==> src/rtl/alu_seq.sv <==
// alu_seq: multi-cycle ALU with IDLE/EXEC/DONE sequencing; optional shift-add MUL enabled by ALU_SEQ_MUL_EN
module alu_seq #(
  parameter int WIDTH = 8,
  parameter int SHW = $clog2(WIDTH)
) (
  input  logic             clk,
  input  logic             rst_n,
  input  logic             start,
  input  logic [3:0]       op,
  input  logic [WIDTH-1:0] a,
  input  logic [WIDTH-1:0] b,
  input  logic             carryin,
  input  logic             oe,
  output logic [WIDTH-1:0] aluout,
  output logic             carryout,
  output logic             overout,
  output logic             zeroout,
  output logic             negout,
  output logic             busy,
  output logic             done
);
  localparam logic [1:0] S_IDLE = 2'd0, S_EXEC = 2'd1, S_DONE = 2'd2;
  localparam int CW = SHW + 1;
  logic [1:0] st_q, st_d;
  logic [3:0] op_q, op_d;
  logic [WIDTH-1:0] w_q, w_d, b_q, b_d, res_q, res_d;
  logic cin_q, cin_d, so_q, so_d, c_q, c_d, v_q, v_d, z_q, z_d, n_q, n_d;
  logic [CW-1:0] cnt_q, cnt_d;
  logic [WIDTH-1:0] bb, sh_val, r, mul_lo;
  logic [WIDTH:0] sum;
  logic ci, ov, is_sh, shifting, sh_out, sh_v, c, v, fin, upd_res, upd_flg, mul_hi;
`ifdef ALU_SEQ_MUL_EN
  localparam bit MUL_EN = 1'b1;
  logic [2*WIDTH-1:0] prod_q, prod_nx;
  logic [WIDTH:0] macc;
  assign macc = {1'b0, prod_q[2*WIDTH-1:WIDTH]} + (prod_q[0] ? {1'b0, w_q} : '0);
  assign prod_nx = {macc, prod_q[WIDTH-1:1]};
  assign mul_lo = prod_nx[WIDTH-1:0];
  assign mul_hi = |prod_nx[2*WIDTH-1:WIDTH];
  // partial product: loads b on accept, one add-and-shift step per EXEC cycle
  always_ff @(posedge clk or negedge rst_n)
    if (!rst_n) prod_q <= '0;
    else if (st_q == S_IDLE && start) prod_q <= {{WIDTH{1'b0}}, b};
    else if (st_q == S_EXEC) prod_q <= prod_nx;
`else
  localparam bit MUL_EN = 1'b0;
  assign mul_lo = '0;
  assign mul_hi = 1'b0;
`endif
  assign is_sh = op_q inside {4'd8, 4'd9, 4'd10};
  assign bb = (op_q == 4'd2 || op_q == 4'd3 || op_q == 4'd11) ? ~b_q : b_q;
  assign ci = (op_q == 4'd1 || op_q == 4'd3) ? cin_q : (op_q == 4'd2 || op_q == 4'd11);
  assign sum = {1'b0, w_q} + {1'b0, bb} + {{WIDTH{1'b0}}, ci};
  assign ov = (w_q[WIDTH-1] == bb[WIDTH-1]) && (sum[WIDTH-1] != w_q[WIDTH-1]);
  assign shifting = cnt_q != '0;
  assign sh_val = op_q == 4'd8 ? {w_q[WIDTH-2:0], 1'b0} : {op_q == 4'd10 && w_q[WIDTH-1], w_q[WIDTH-1:1]};
  assign sh_out = op_q == 4'd8 ? w_q[WIDTH-1] : w_q[0];
  assign sh_v = so_q || (shifting && op_q == 4'd8 && sh_val[WIDTH-1] != w_q[WIDTH-1]);
  assign fin = is_sh ? cnt_q <= CW'(1) : (MUL_EN && op_q == 4'd12) ? cnt_q == CW'(1) : 1'b1;
  assign upd_res = op_q < 4'd11 || (MUL_EN && op_q == 4'd12);
  assign upd_flg = op_q < 4'd12 || (MUL_EN && op_q == 4'd12);
  assign aluout = oe ? res_q : '0;
  assign {carryout, overout, zeroout, negout} = {c_q, v_q, z_q, n_q};
  assign busy = st_q != S_IDLE;
  assign done = st_q == S_DONE;
  // result and flags of the final EXEC cycle for the latched opcode
  always_comb begin
    r = w_q;
    c = 1'b0;
    v = 1'b0;
    case (op_q)
      4'd0, 4'd1, 4'd2, 4'd3, 4'd11: begin r = sum[WIDTH-1:0]; c = sum[WIDTH]; v = ov; end
      4'd4: r = w_q & b_q;
      4'd5: r = w_q | b_q;
      4'd6: r = w_q ^ b_q;
      4'd7: r = ~w_q;
      4'd8, 4'd9, 4'd10: begin r = shifting ? sh_val : w_q; c = shifting && sh_out; v = sh_v; end
      4'd12: begin r = mul_lo; c = mul_hi; v = mul_hi; end
      default: ;
    endcase
  end
  // sequencing: latch operands on accept, step shifts/multiply in EXEC, commit on leaving EXEC
  always_comb begin
    {st_d, op_d, w_d, b_d, cin_d, cnt_d, so_d} = {st_q, op_q, w_q, b_q, cin_q, cnt_q, so_q};
    {res_d, c_d, v_d, z_d, n_d} = {res_q, c_q, v_q, z_q, n_q};
    if (st_q == S_IDLE && start) begin
      {st_d, op_d, w_d, b_d, cin_d, so_d} = {S_EXEC, op, a, b, carryin, 1'b0};
      cnt_d = op inside {4'd8, 4'd9, 4'd10} ? CW'(b[SHW-1:0]) : (MUL_EN && op == 4'd12) ? CW'(WIDTH) : '0;
    end else if (st_q == S_EXEC && fin) begin
      st_d = S_DONE;
      res_d = upd_res ? r : res_q;
      {c_d, v_d, z_d, n_d} = upd_flg ? {c, v, ~|r, r[WIDTH-1]} : {c_q, v_q, z_q, n_q};
    end else if (st_q == S_EXEC) begin
      w_d = is_sh ? sh_val : w_q;
      so_d = sh_v;
      cnt_d = cnt_q - CW'(1);
    end else if (st_q == S_DONE) st_d = S_IDLE;
  end
  // state registers, cleared asynchronously so an in-flight op is aborted without commit
  always_ff @(posedge clk or negedge rst_n)
    if (!rst_n) begin
      {st_q, op_q, w_q, b_q, cin_q, cnt_q, so_q} <= '0;
      {res_q, c_q, v_q, z_q, n_q} <= '0;
    end else begin
      {st_q, op_q, w_q, b_q, cin_q, cnt_q, so_q} <= {st_d, op_d, w_d, b_d, cin_d, cnt_d, so_d};
      {res_q, c_q, v_q, z_q, n_q} <= {res_d, c_d, v_d, z_d, n_d};
    end
endmodule

==> config.mk <==
export PLATFORM = sky130hd
export DESIGN_NAME = alu_seq
export DESIGN_NICKNAME = d
export VERILOG_FILES = /design/src/rtl/alu_seq.sv
export SDC_FILE = /design/constraint.sdc
export NUM_CORES = 1
export LEC_CHECK = 0
export ABC_AREA = 1
export BUFFER_PORTS_ARGS = -buffer_cell sky130_fd_sc_hd__buf_2
export CAP_MARGIN = 0
export CORE_ASPECT_RATIO = 0.7
export CORE_MARGIN = 3
export CORE_UTILIZATION = 40
export CTS_CLUSTER_SIZE = 14
export DETAILED_ROUTE_END_ITERATION = 10
export SYNTH_ARGS = -nofsm -noshare
export SYNTH_HDL_FRONTEND = slang
export SYNTH_SLANG_ARGS = --single-unit
==> constraint.sdc <==
create_clock -name clk -period 2.65 [get_ports clk]
set_input_delay 0.6625 -clock clk [delete_from_list [all_inputs] [get_ports clk]]
set_output_delay 0.6625 -clock clk [all_outputs]
set_load 0.01 [all_outputs]
==> impl_results.md, run 1 <==
* Primary FF master, synth: dfrtp_1
* Via count at 3299
* PwrDens at 1550 mW/mm^2
* Max stage delay on crit path at 0.51 ns
* Worst Path Required at 2.88 ns
* First-pass GRT wire length at 16.2 mm
* Syn Inst Count at 492
* Critical path buffer and inverter count at 2
* Mapped cell area at 0.00335 sq mm
* Number of synthesized flops with an enable pin at 0
* I/O pin count at 39
* Core Area at 0.00801 sq mm
* Row count at 27
* CTS H-tree depth at 2
* Top cells by area, synth: dfrtp_1, nand2_1, ha_1
* Top Family by Delay on Critical Path: simple AND/OR/NAND/NOR gates
* Worst Reg2Reg Path Length in Cells at 18
* Routed WL at 9.96 mm
* Critical-path cell list: nand2_2 -> nand2_4 -> nand2_4 -> clkinv_4 -> nand2_4 -> xor2_2 -> fa_2 -> inv_2 -> fa_2 -> nand3b_1 -> nand3_1 -> nor2_1 -> nand2_1 -> nand2_2 -> nand3_2 -> nor2_2 -> nand3_1 -> nand2_1
* Total iterations of the first detailed-routing run at 5
* Input/output buffers at 38
* Die width at 115 microns
* Final ANT Viol Nets at 0
* Critical Path Source Type: flop
* Vias per cell at 5.04
* Crit-path most repeated cell: nand2_4
* RSZ-0062 raised after global routing: yes
* CTS Sinks at 40
* Status: finished clean
* Slowest stage cell, crit path: fa_2
* Synth warnings at 0
* Slew Viols, Final at 0
* Sequential area share after synthesis at 29.9%
* Yosys top cell area share at 29.9%
* Die Y at 82.5 microns
* CTS Buf Count at 5
* Fin crit period at 2.59 ns
* Reg2reg end: zeroout
* Final setup viols at 0
* R2r startpoint: op_q[0]
* Largest net degree at the start of global routing at 38
* Remaining Overflow, GRT at 0
* Fraction of layout cells with a size suffix above 1 at 22.8%
* Most frequent cell after synthesis: nand2_1
* Setup Crit Path Kind: reg2reg
* Syn Nets at 545
* Distinct cells, synth at 38
* Slew of the pin with the lowest slew margin at 0.570 ns
* Worst Path Arrival at 2.82 ns
* Area delta synth->final at 21.7%
* # nets final at 605
* Clk buf depth at 2
* R2r setup slk at 0.06 ns
* Reg clk slew, reported paths at 0.06 ns
* DRC Markers at 0
* Largest area contributor in the netlist: dfrtp_1
* Period utilization at 97.8%
* Worst slew margin relative to its limit at 61.8%
* Final TNS setup at 0 ns
* Most instantiated cells after synthesis: nand2_1, inv_1, nand3_1
* Synth async-reset ratio at 100%
* Critical path startpoint: op_q[0]
* Clk Latency, worst-skew pair at 0.28 ns
* Number of synthesized register bits at 40
* RD Place Congestion at 0.975
* MaxCap Viol Count at 0
* Vias in the first global route at 3108
* GRT Overall Usage at 22.0%
* Root Driver: clkbuf_16
* Worst-path fanout max at 4
* Placed wire-length estimate at 7.57 mm
* WL per Instance at 15.2 microns
* Antenna violations before repair at 0
* Initial cell density of the core at 41.8%
* Max Clk Rate at 0.386 GHz
* Kind of end point of the critical path: flop
* ANT cells at 0
* DRT iter0 DRCs at 289
* Endpoints failing hold at 0
* Leakage power at 0.00223 uW
* Max VDD drop at 0.597 mV
* Hold Path Class: in2async
* Final Util at 50.9%
* Die area at 0.00952 sq mm
* CTS tree: yes
* Final Skew at 0.00400 ns
* Syn Area/Cell at 6.80 sq um
==> per-stage QoR <==
step	instances	total power (uW)	instance area (sq um)	setup WS [ns]	hold slack, ns
floorplan	492	3990	3360	0.000390	0.367
global placement	637	5020	3740	0.0468	0.461
detailed placement	637	5100	3740	-0.0241	0.460
CTS	647	5850	3930	0.00274	0.307
global route	654	6950	4070	-0.141	0.322
finish	654	6320	4070	0.0578	0.299
==> cell families after synthesis <==
| logic type | synth area share, % |
|---|---|
| and+or+nand+nor | 36.3 |
| adders and majority gates | 10.9 |
| DFF | 29.9 |
| xor gates and xnor gates | 2.09 |
| AOI/OAI and AO/OA | 10.7 |
| buffers and inverters | 10.1 |
==> worst max-delay path by stage <==
stage | end | slack, ns | cells after the start
after floorplan | zeroout | 0.0004 | 19
after global placement | zeroout | 0.05 | 19
after detailed placement | carryout | -0.02 | 19
after CTS | zeroout | 0.003 | 20
after global routing | zeroout | -0.14 | 18
final | zeroout | 0.06 | 18
==> what timing repair did <==
| item | in CTS | in global routing |
|---|---|---|
| buffers inserted | 2 | 7 |
| pin swaps | 0 | 14 |
| setup endpoints to repair | 2 | 9 |
| gates resized for setup | 2 | 28 |
| hold buffers | 0 | 0 |
| endpoints found under the hold margin | 0 | 0 |
==> registers in the layout, summed over array words and instances, names as in the netlist <==
| signal | count |
|---|---|
| b_q | 8 |
| carryout | 1 |
| cin_q | 1 |
| cnt_q | 4 |
| negout | 1 |
| op_q | 4 |
| overout | 1 |
| res_q | 8 |
| so_q | 1 |
| st_q | 2 |
| w_q | 8 |
| zeroout | 1 |
==> worst register-to-register path: stages (launching register included) <==
cell      delay [ns]
dfrtp_1         0.39
nand2_2         0.10
nand2_4         0.06
nand2_4         0.09
clkinv_4        0.06
nand2_4         0.07
xor2_2          0.17
fa_2            0.25
inv_2           0.04
fa_2            0.51
nand3b_1        0.12
nand3_1         0.08
nor2_1          0.10
nand2_1         0.08
nand2_2         0.09
nand3_2         0.06
nor2_2          0.11
nand3_1         0.08
nand2_1         0.07
==> per-layer routing <==
metal  GRT usage [%]  wire length [microns]  up-vias
li1                -                      -     1683
met1            33.1                   5000     1486
met2            31.6                   4010      115
met3            4.52                    823       15
met4            5.86                    135        0
met5               0                      0        -
==> area by class of cell <==
class / count / area (sq um)
fill: 821 / 3930
multi-input combinational: 368 / 2120
sequential: 40 / 1000
timing repair buffer: 63 / 382
inverter: 74 / 283
clock buffer: 6 / 129
tap: 101 / 126
clock inverter: 2 / 35.0
==> power by group <==
group | total [uW] | switching, uW | leakage, uW | internal [uW]
logic | 4440 | 2770 | 0.00165 | 1670
clock network | 697 | 253 | 0.0000808 | 443
registers | 1190 | 290 | 0.000500 | 899
==> layout by cell type (no fill, tap or decap), types with 2 or more instances in the layout <==
cell,instances
clkbuf_16,5
ha_1,25
buf_4,24
nand2_1,156
o21ai_0,19
nor2_1,27
inv_1,67
nor2_2,7
o21ai_2,3
nor3_1,2
nand4_1,3
nand3b_1,5
buf_2,38
xor2_1,6
nor2_4,4
o21ai_1,8
nand3_1,45
o221ai_1,4
inv_2,6
fa_2,2
a21oi_1,8
nand3_2,2
nand2_2,13
a21oi_2,5
nand2_4,5
dfrtp_1,39
o211ai_1,6
a211oi_1,2
Note: power is estimated with default switching activity, not from simulation.
==> inputs of run 2 (changes only) <==
--- a/config.mk
+++ b/config.mk
@@ -11,8 +11,10 @@
 export CORE_ASPECT_RATIO = 0.7
 export CORE_MARGIN = 3
 export CORE_UTILIZATION = 40
+export CTS_BUF_LIST = sky130_fd_sc_hd__clkbuf_16
 export CTS_CLUSTER_SIZE = 14
 export DETAILED_ROUTE_END_ITERATION = 10
+export SLEW_MARGIN = 25
 export SYNTH_ARGS = -nofsm -noshare
 export SYNTH_HDL_FRONTEND = slang
 export SYNTH_SLANG_ARGS = --single-unit
==> run 2 against run 1 <==
Net effect: wire length decreased by 0.81%; combinational power about the same; maximum frequency decreased by 0.16%; final cell count unchanged; highest routed layer unchanged; worst setup slack got worse by 0.0041 ns; via count decreased by 0.76%; global-route usage unchanged; die area unchanged; sequential share of layout area unchanged.
==> impl_results.md, run 2 (synthesized netlist as in run 1, its figures left out) <==
* Fin crit period at 2.60 ns (+0.00414 ns)
* CTS tree: yes
* Input/output buffers at 38 (unchanged)
* Reg clk slew, reported paths at 0.06 ns (about the same)
* Final TNS setup at 0 ns (unchanged)
* Worst slew margin relative to its limit at 62.6% (+0.71 points)
* Kind of end point of the critical path: flop
* Share of total power in the clock network at 10.9% (about the same)
* Psw at 3290 uW (-0.56%)
* Die Y at 82.5 microns (unchanged)
* Core Area at 0.00801 sq mm (unchanged)
* Status: finished clean
* Antenna violations before repair at 0 (unchanged)
* DRC Markers at 0 (unchanged)
* Hold Path Class: in2async
* Worst-path fanout max at 4 (unchanged)
* Most frequent cells in the layout: nand2_1, inv_1, nand3_1, dfrtp_1, buf_2
* Worst Path Required at 2.87 ns (about the same)
* Slew of the pin with the lowest slew margin at 0.560 ns (-0.0105 ns)
* Commonest non-fill, non-tap cell in the layout: nand2_1
* Comb power frac at 70.2% (about the same)
* Routed WL at 9.88 mm (-0.81%)
* Period utilization at 98.0% (+0.16 points)
* Endpoints failing hold at 0 (unchanged)
* Largest net degree at the start of global routing at 38 (unchanged)
* RD Place Congestion at 0.975 (unchanged)
* Final setup viols at 0 (unchanged)
* Clk buf depth at 2 (unchanged)
* Row count at 27 (unchanged)
* Initial cell density of the core at 41.8% (unchanged)
* Via count at 3274 (-0.76%)
* Die area at 0.00952 sq mm (unchanged)
* # nets final at 605 (unchanged)
* Slew Viols, Final at 0 (unchanged)
* CTS Buf Count at 5 (unchanged)
* ANT cells at 0 (unchanged)
* Internal power at 3010 uW (-0.15%)
* First-pass GRT wire length at 16.2 mm (unchanged)
* Remaining Overflow, GRT at 0 (unchanged)
* Final ANT Viol Nets at 0 (unchanged)
* Max VDD drop at 0.600 mV (+0.37%)
* WL per Instance at 15.1 microns (-0.81%)
* Layout fillers at 821 (unchanged)
* Max Clk Rate at 0.385 GHz (-0.16%)
* Vias per cell at 5.01 (-0.76%)
* Fraction of layout cells with a size suffix above 1 at 22.8% (unchanged)
* Clk Latency, worst-skew pair at 0.28 ns (about the same)
* Placed wire-length estimate at 7.57 mm (unchanged)
* CTS Sinks at 40 (unchanged)
* RSZ-0062 raised after global routing: yes
* Final Skew at 0.00391 ns (-0.0000852 ns)
* Root Driver: clkbuf_16
* Sequential share of power at 18.8% (about the same)
* Critical Path Source Type: flop
* Leakage power at 0.00224 uW (+0.19%)
* CTS H-tree depth at 2 (unchanged)
* Die width at 115 microns (unchanged)
* Setup Crit Path Kind: reg2reg
* Hold WS at 0.298 ns (-0.000941 ns)
* MaxCap Viol Count at 0 (unchanged)
* GRT Overall Usage at 22.0% (unchanged)
* Vias in the first global route at 3108 (unchanged)
* Switching share of power at 52.3% (-0.10 points)
* Worst Reg2Reg Path Length in Cells at 18 (unchanged)
* Area delta synth->final at 21.7% (unchanged)
* I/O pin count at 39 (unchanged)
* Total iterations of the first detailed-routing run at 5 (unchanged)
* Worst Path Arrival at 2.82 ns (about the same)
* DRT iter0 DRCs at 304 (+5.2%)
* PwrDens at 1550 mW/mm^2 (-0.37%)
==> run 2: area by class of cell <==
class	instances	area, sq um	share of cell area, %
multi-input cells	368	2120	52.0
flip-flops and latches	40	1000	24.6
repair buffers	63	382	9.37
inverters	74	283	6.94
well taps	101	126	3.10
clock buffers	5	125	3.07
clock inverters	3	38.8	0.952
==> run 2: timing repair <==
| action | 4_1_cts | 5_1_grt |
|---|---|---|
| endpoints found under the setup margin | 2 | 9 |
| pin swaps | 0 | 14 |
| hold buffers | 0 | 0 |
| hold endpoints to repair | 0 | 0 |
| resized for setup | 2 | 28 |
| setup buffers | 2 | 7 |
==> run 2: worst paths after layout <==
kind,startpoint,to,slack [ns]
setup / recovery,op_q[0],zeroout,0.05
hold / removal,rst_n,w_q[4],0.30
setup reg to reg,op_q[0],zeroout,0.05
hold reg to reg,negout,negout,0.48
max in group asynchronous,rst_n,op_q[3],1.80
min in group clk,negout,negout,0.48
==> run 2: power by group through the flow <==
stage               Combinational, uW  Sequential [uW]  Clock [uW]
floorplan                        2870             1120           0
global placement                 3860             1160           0
detailed placement               3920             1180           0
CTS                              3970             1170         708
global route                     4980             1230         741
finish                           4420             1190         689
==> run 2: through the flow <==
stage | power [uW] | std cells | setup WS, ns | utilization [%] | instance area (sq um)
4_1_cts | 5840 | 647 | 0.00274 | 49.1 | 3930
3_3_place_gp | 5020 | 637 | 0.0468 | 46.7 | 3740
3_5_place_dp | 5100 | 637 | -0.0241 | 46.7 | 3740
6_report | 6300 | 654 | 0.0536 | 50.9 | 4070
2_1_floorplan | 3990 | 492 | 0.000390 | - | 3360
5_1_grt | 6950 | 654 | -0.141 | 50.9 | 4070
==> run 2: critical path: stages, from the launching register on <==
cell and delay, ns:
dfrtp_1 0.39, nand2_2 0.10, nand2_4 0.06, nand2_4 0.09
clkinv_4 0.06, nand2_4 0.07, xor2_2 0.17, fa_2 0.25
inv_2 0.04, fa_2 0.51, nand3b_1 0.12, nand3_1 0.08
nor2_1 0.10, nand2_1 0.07, nand2_2 0.09, nand3_2 0.06
nor2_2 0.11, nand3_1 0.08, nand2_1 0.07
==> run 2: metal layers <==
layer	track usage [%]	wire (microns)
met5	0	0
met4	5.86	131
met3	4.52	839
met2	31.6	3990
met1	33.1	4920
==> inputs of run 3 (changes only) <==
--- a/config.mk
+++ b/config.mk
@@ -10,10 +10,11 @@
 export CAP_MARGIN = 0
 export CORE_ASPECT_RATIO = 0.7
 export CORE_MARGIN = 3
-export CORE_UTILIZATION = 40
+export CORE_UTILIZATION = 54
 export CTS_BUF_LIST = sky130_fd_sc_hd__clkbuf_16
 export CTS_CLUSTER_SIZE = 14
 export DETAILED_ROUTE_END_ITERATION = 10
+export PLACE_DENSITY_LB_ADDON = 0.12
 export SLEW_MARGIN = 25
 export SYNTH_ARGS = -nofsm -noshare
 export SYNTH_HDL_FRONTEND = slang
==> run 3 against run 2 <==
Net effect: sequential share of layout area down 0.12 points; clock-buffer cell count unchanged; non-clock buffer count up 3; register-to-register slack about the same; via count up 4.2%.
==> impl_results.md, run 3 (synthesized netlist as in run 1, its figures left out) <==
* Worst Path Arrival at 2.81 ns (about the same)
* Most frequent cells in the layout: nand2_1, inv_1, nand3_1, dfrtp_1, buf_2
* Die Y at 71.9 microns (-13%)
* CTS Sinks at 40 (unchanged)
* # nets final at 608 (+0.50%)
* Worst-path fanout max at 3 (-1)
* Worst Path Required at 2.87 ns (about the same)
* Design Area, Final at 0.00409 sq mm (+0.37%)
* Fraction of layout cells with a size suffix above 1 at 23.4% (+0.64 points)
* Largest net degree at the start of global routing at 38 (unchanged)
* CTS tree: yes
* Clk Latency, worst-skew pair at 0.29 ns (about the same)
* Status: finished clean
* Initial cell density of the core at 57.0% (+15 points)
* End of the critical path: zeroout
* Clk buf depth at 2 (unchanged)
* Endpoints failing hold at 0 (unchanged)
* Critical path startpoint: op_q[0]
* RD Place Congestion at 0.962 (-1.3%)
* Die area at 0.00719 sq mm (-24%)
* Setup Crit Path Kind: reg2reg
* Wl on met1 at 4.48 mm (-8.9%)
* CTS Buf Count at 5 (unchanged)
* Layout fillers at 512 (-38%)
* Kind of end point of the critical path: flop
* Reg2reg end: zeroout
* Final Skew at 0.00484 ns (+0.000930 ns)
* Total iterations of the first detailed-routing run at 6 (+1)
* Final ANT Viol Nets at 0 (unchanged)
* Antenna violations before repair at 0 (unchanged)
* Area delta synth->final at 22.2%
* Hold Path Class: in2async
* Slew Viols, Final at 0 (unchanged)
* Reg clk slew, reported paths at 0.06 ns (about the same)
* Placed wire-length estimate at 7.24 mm (-4.4%)
* DR WL met2 at 4.30 mm (+7.6%)
* Commonest non-fill, non-tap cell in the layout: nand2_1
* Vias per cell at 5.41 (+8.1%)
* RSZ-0062 raised after global routing: yes
* WL per Instance at 15.7 microns (+3.6%)
* Vias in the first global route at 3148 (+1.3%)
* Max Clk Rate at 0.387 GHz (+0.45%)
* R2r startpoint: op_q[0]
* DRC Markers at 0 (unchanged)
* Core Area at 0.00587 sq mm (-27%)
* CTS H-tree depth at 2 (unchanged)
* MaxCap Viol Count at 0 (unchanged)
* Row count at 23 (-15%)
* Register area at 0.00100 sq mm (-0.12%)
* Via count at 3410 (+4.2%)
* GRT Overall Usage at 27.8% (+5.8 points)
* Input/output buffers at 38 (unchanged)
* Slew of the pin with the lowest slew margin at 0.546 ns (-0.0135 ns)
* Die width at 100 microns (-13%)
* Final setup viols at 0 (unchanged)
* Worst slew margin relative to its limit at 63.5% (+0.90 points)
* Top sig layer: met4
* R2r setup slk at 0.07 ns (about the same)
* DR WL met3 at 867 microns (+3.3%)
* Fin crit period at 2.58 ns (-0.0115 ns)
* Area of the multi-input gates at 0.00212 sq mm (+0.24%)
* DRT iter0 DRCs at 277 (-8.9%)
* Period utilization at 97.5% (-0.43 points)
* Placed cell areas at 0.00369 sq mm (-1.3%)
* Routed WL at 9.86 mm (-0.17%)
* Remaining Overflow, GRT at 0 (unchanged)
* I/O pin count at 39 (unchanged)
* Root Driver: clkbuf_16
* Worst Reg2Reg Path Length in Cells at 20 (+2)
* ANT cells at 0 (unchanged)
* First-pass GRT wire length at 15.5 mm (-4.0%)
* Critical Path Source Type: flop
-- run 3: cell count changes in the layout (fill, tap and decap cells not counted), sizes merged --
cell / change
clkinv: -1
inv: -1
buf: +3
bufinv: +1
-- run 3: worst min path at each step --
| stage | startpoint | end | slack [ns] | cells after the start |
|---|---|---|---|---|
| global placement | negout | negout | 0.46 | 2 |
| detailed placement | negout | negout | 0.46 | 2 |
| floorplan | rst_n | b_q[0] | 0.37 | 0 |
| CTS | rst_n | res_q[4] | 0.28 | 1 |
| global route | rst_n | res_q[4] | 0.30 | 1 |
| finish | rst_n | res_q[4] | 0.27 | 1 |
-- run 3: worst max-delay path, stage by stage, from the launching register on --
cell and delay [ns]:
dfrtp_1 0.38, nand2_2 0.09, nand2_2 0.07, nand2_4 0.09, clkinv_4 0.06, nand2_4 0.08
xor2_2 0.17, fa_2 0.25, inv_2 0.05, fa_2 0.37, inv_2 0.07, nand3_2 0.07
nand2_2 0.10, nand2_2 0.07, nand2_2 0.07, nand2_2 0.06, nand3_1 0.07, nand3b_1 0.12
nor2_2 0.15, nand3_1 0.08, nand2_1 0.06
-- run 3: repair_timing --
item | CTS | global route
pin swaps | 4 | 14
buffers inserted | 4 | 10
hold buffers | 0 | 0
setup endpoints to repair | 2 | 7
resized for setup | 6 | 24
-- run 3: cell type report --
| cell class | instances | area share [%] |
|---|---|---|
| multi-input cells | 368 | 51.9 |
| flip-flops and latches | 40 | 24.5 |
| repair buffers | 66 | 9.89 |
| inverters | 74 | 6.92 |
| clock buffers | 5 | 3.06 |
| well taps | 75 | 2.30 |
| clock inverters | 2 | 1.47 |
-- run 3: layer usage --
metal  global-route usage, %  up-vias
li1                        -     1682
met1                    40.0     1558
met2                    41.6      150
met3                    5.45       20
met4                    10.3        0
met5                       0        -
-- run 3: through the flow --
| step | utilization [%] | setup TNS (ns) | cells | worst slack, ns | hold slack, ns |
|---|---|---|---|---|---|
| 2_1_floorplan | - | 0 | 492 | 0.000390 | 0.367 |
| 3_3_place_gp | 62.9 | -0.0148 | 609 | -0.0148 | 0.464 |
| 3_5_place_dp | 62.9 | -0.0819 | 609 | -0.0728 | 0.460 |
| 4_1_cts | 66.9 | 0 | 620 | 0.0155 | 0.282 |
| 5_1_grt | 69.6 | -0.381 | 630 | -0.105 | 0.298 |
| 6_report | 69.6 | 0 | 630 | 0.0651 | 0.270 |
Power of run 3 is not shown: default switching activity piles up to over one toggle a cycle in this logic, so the estimate is an artifact.
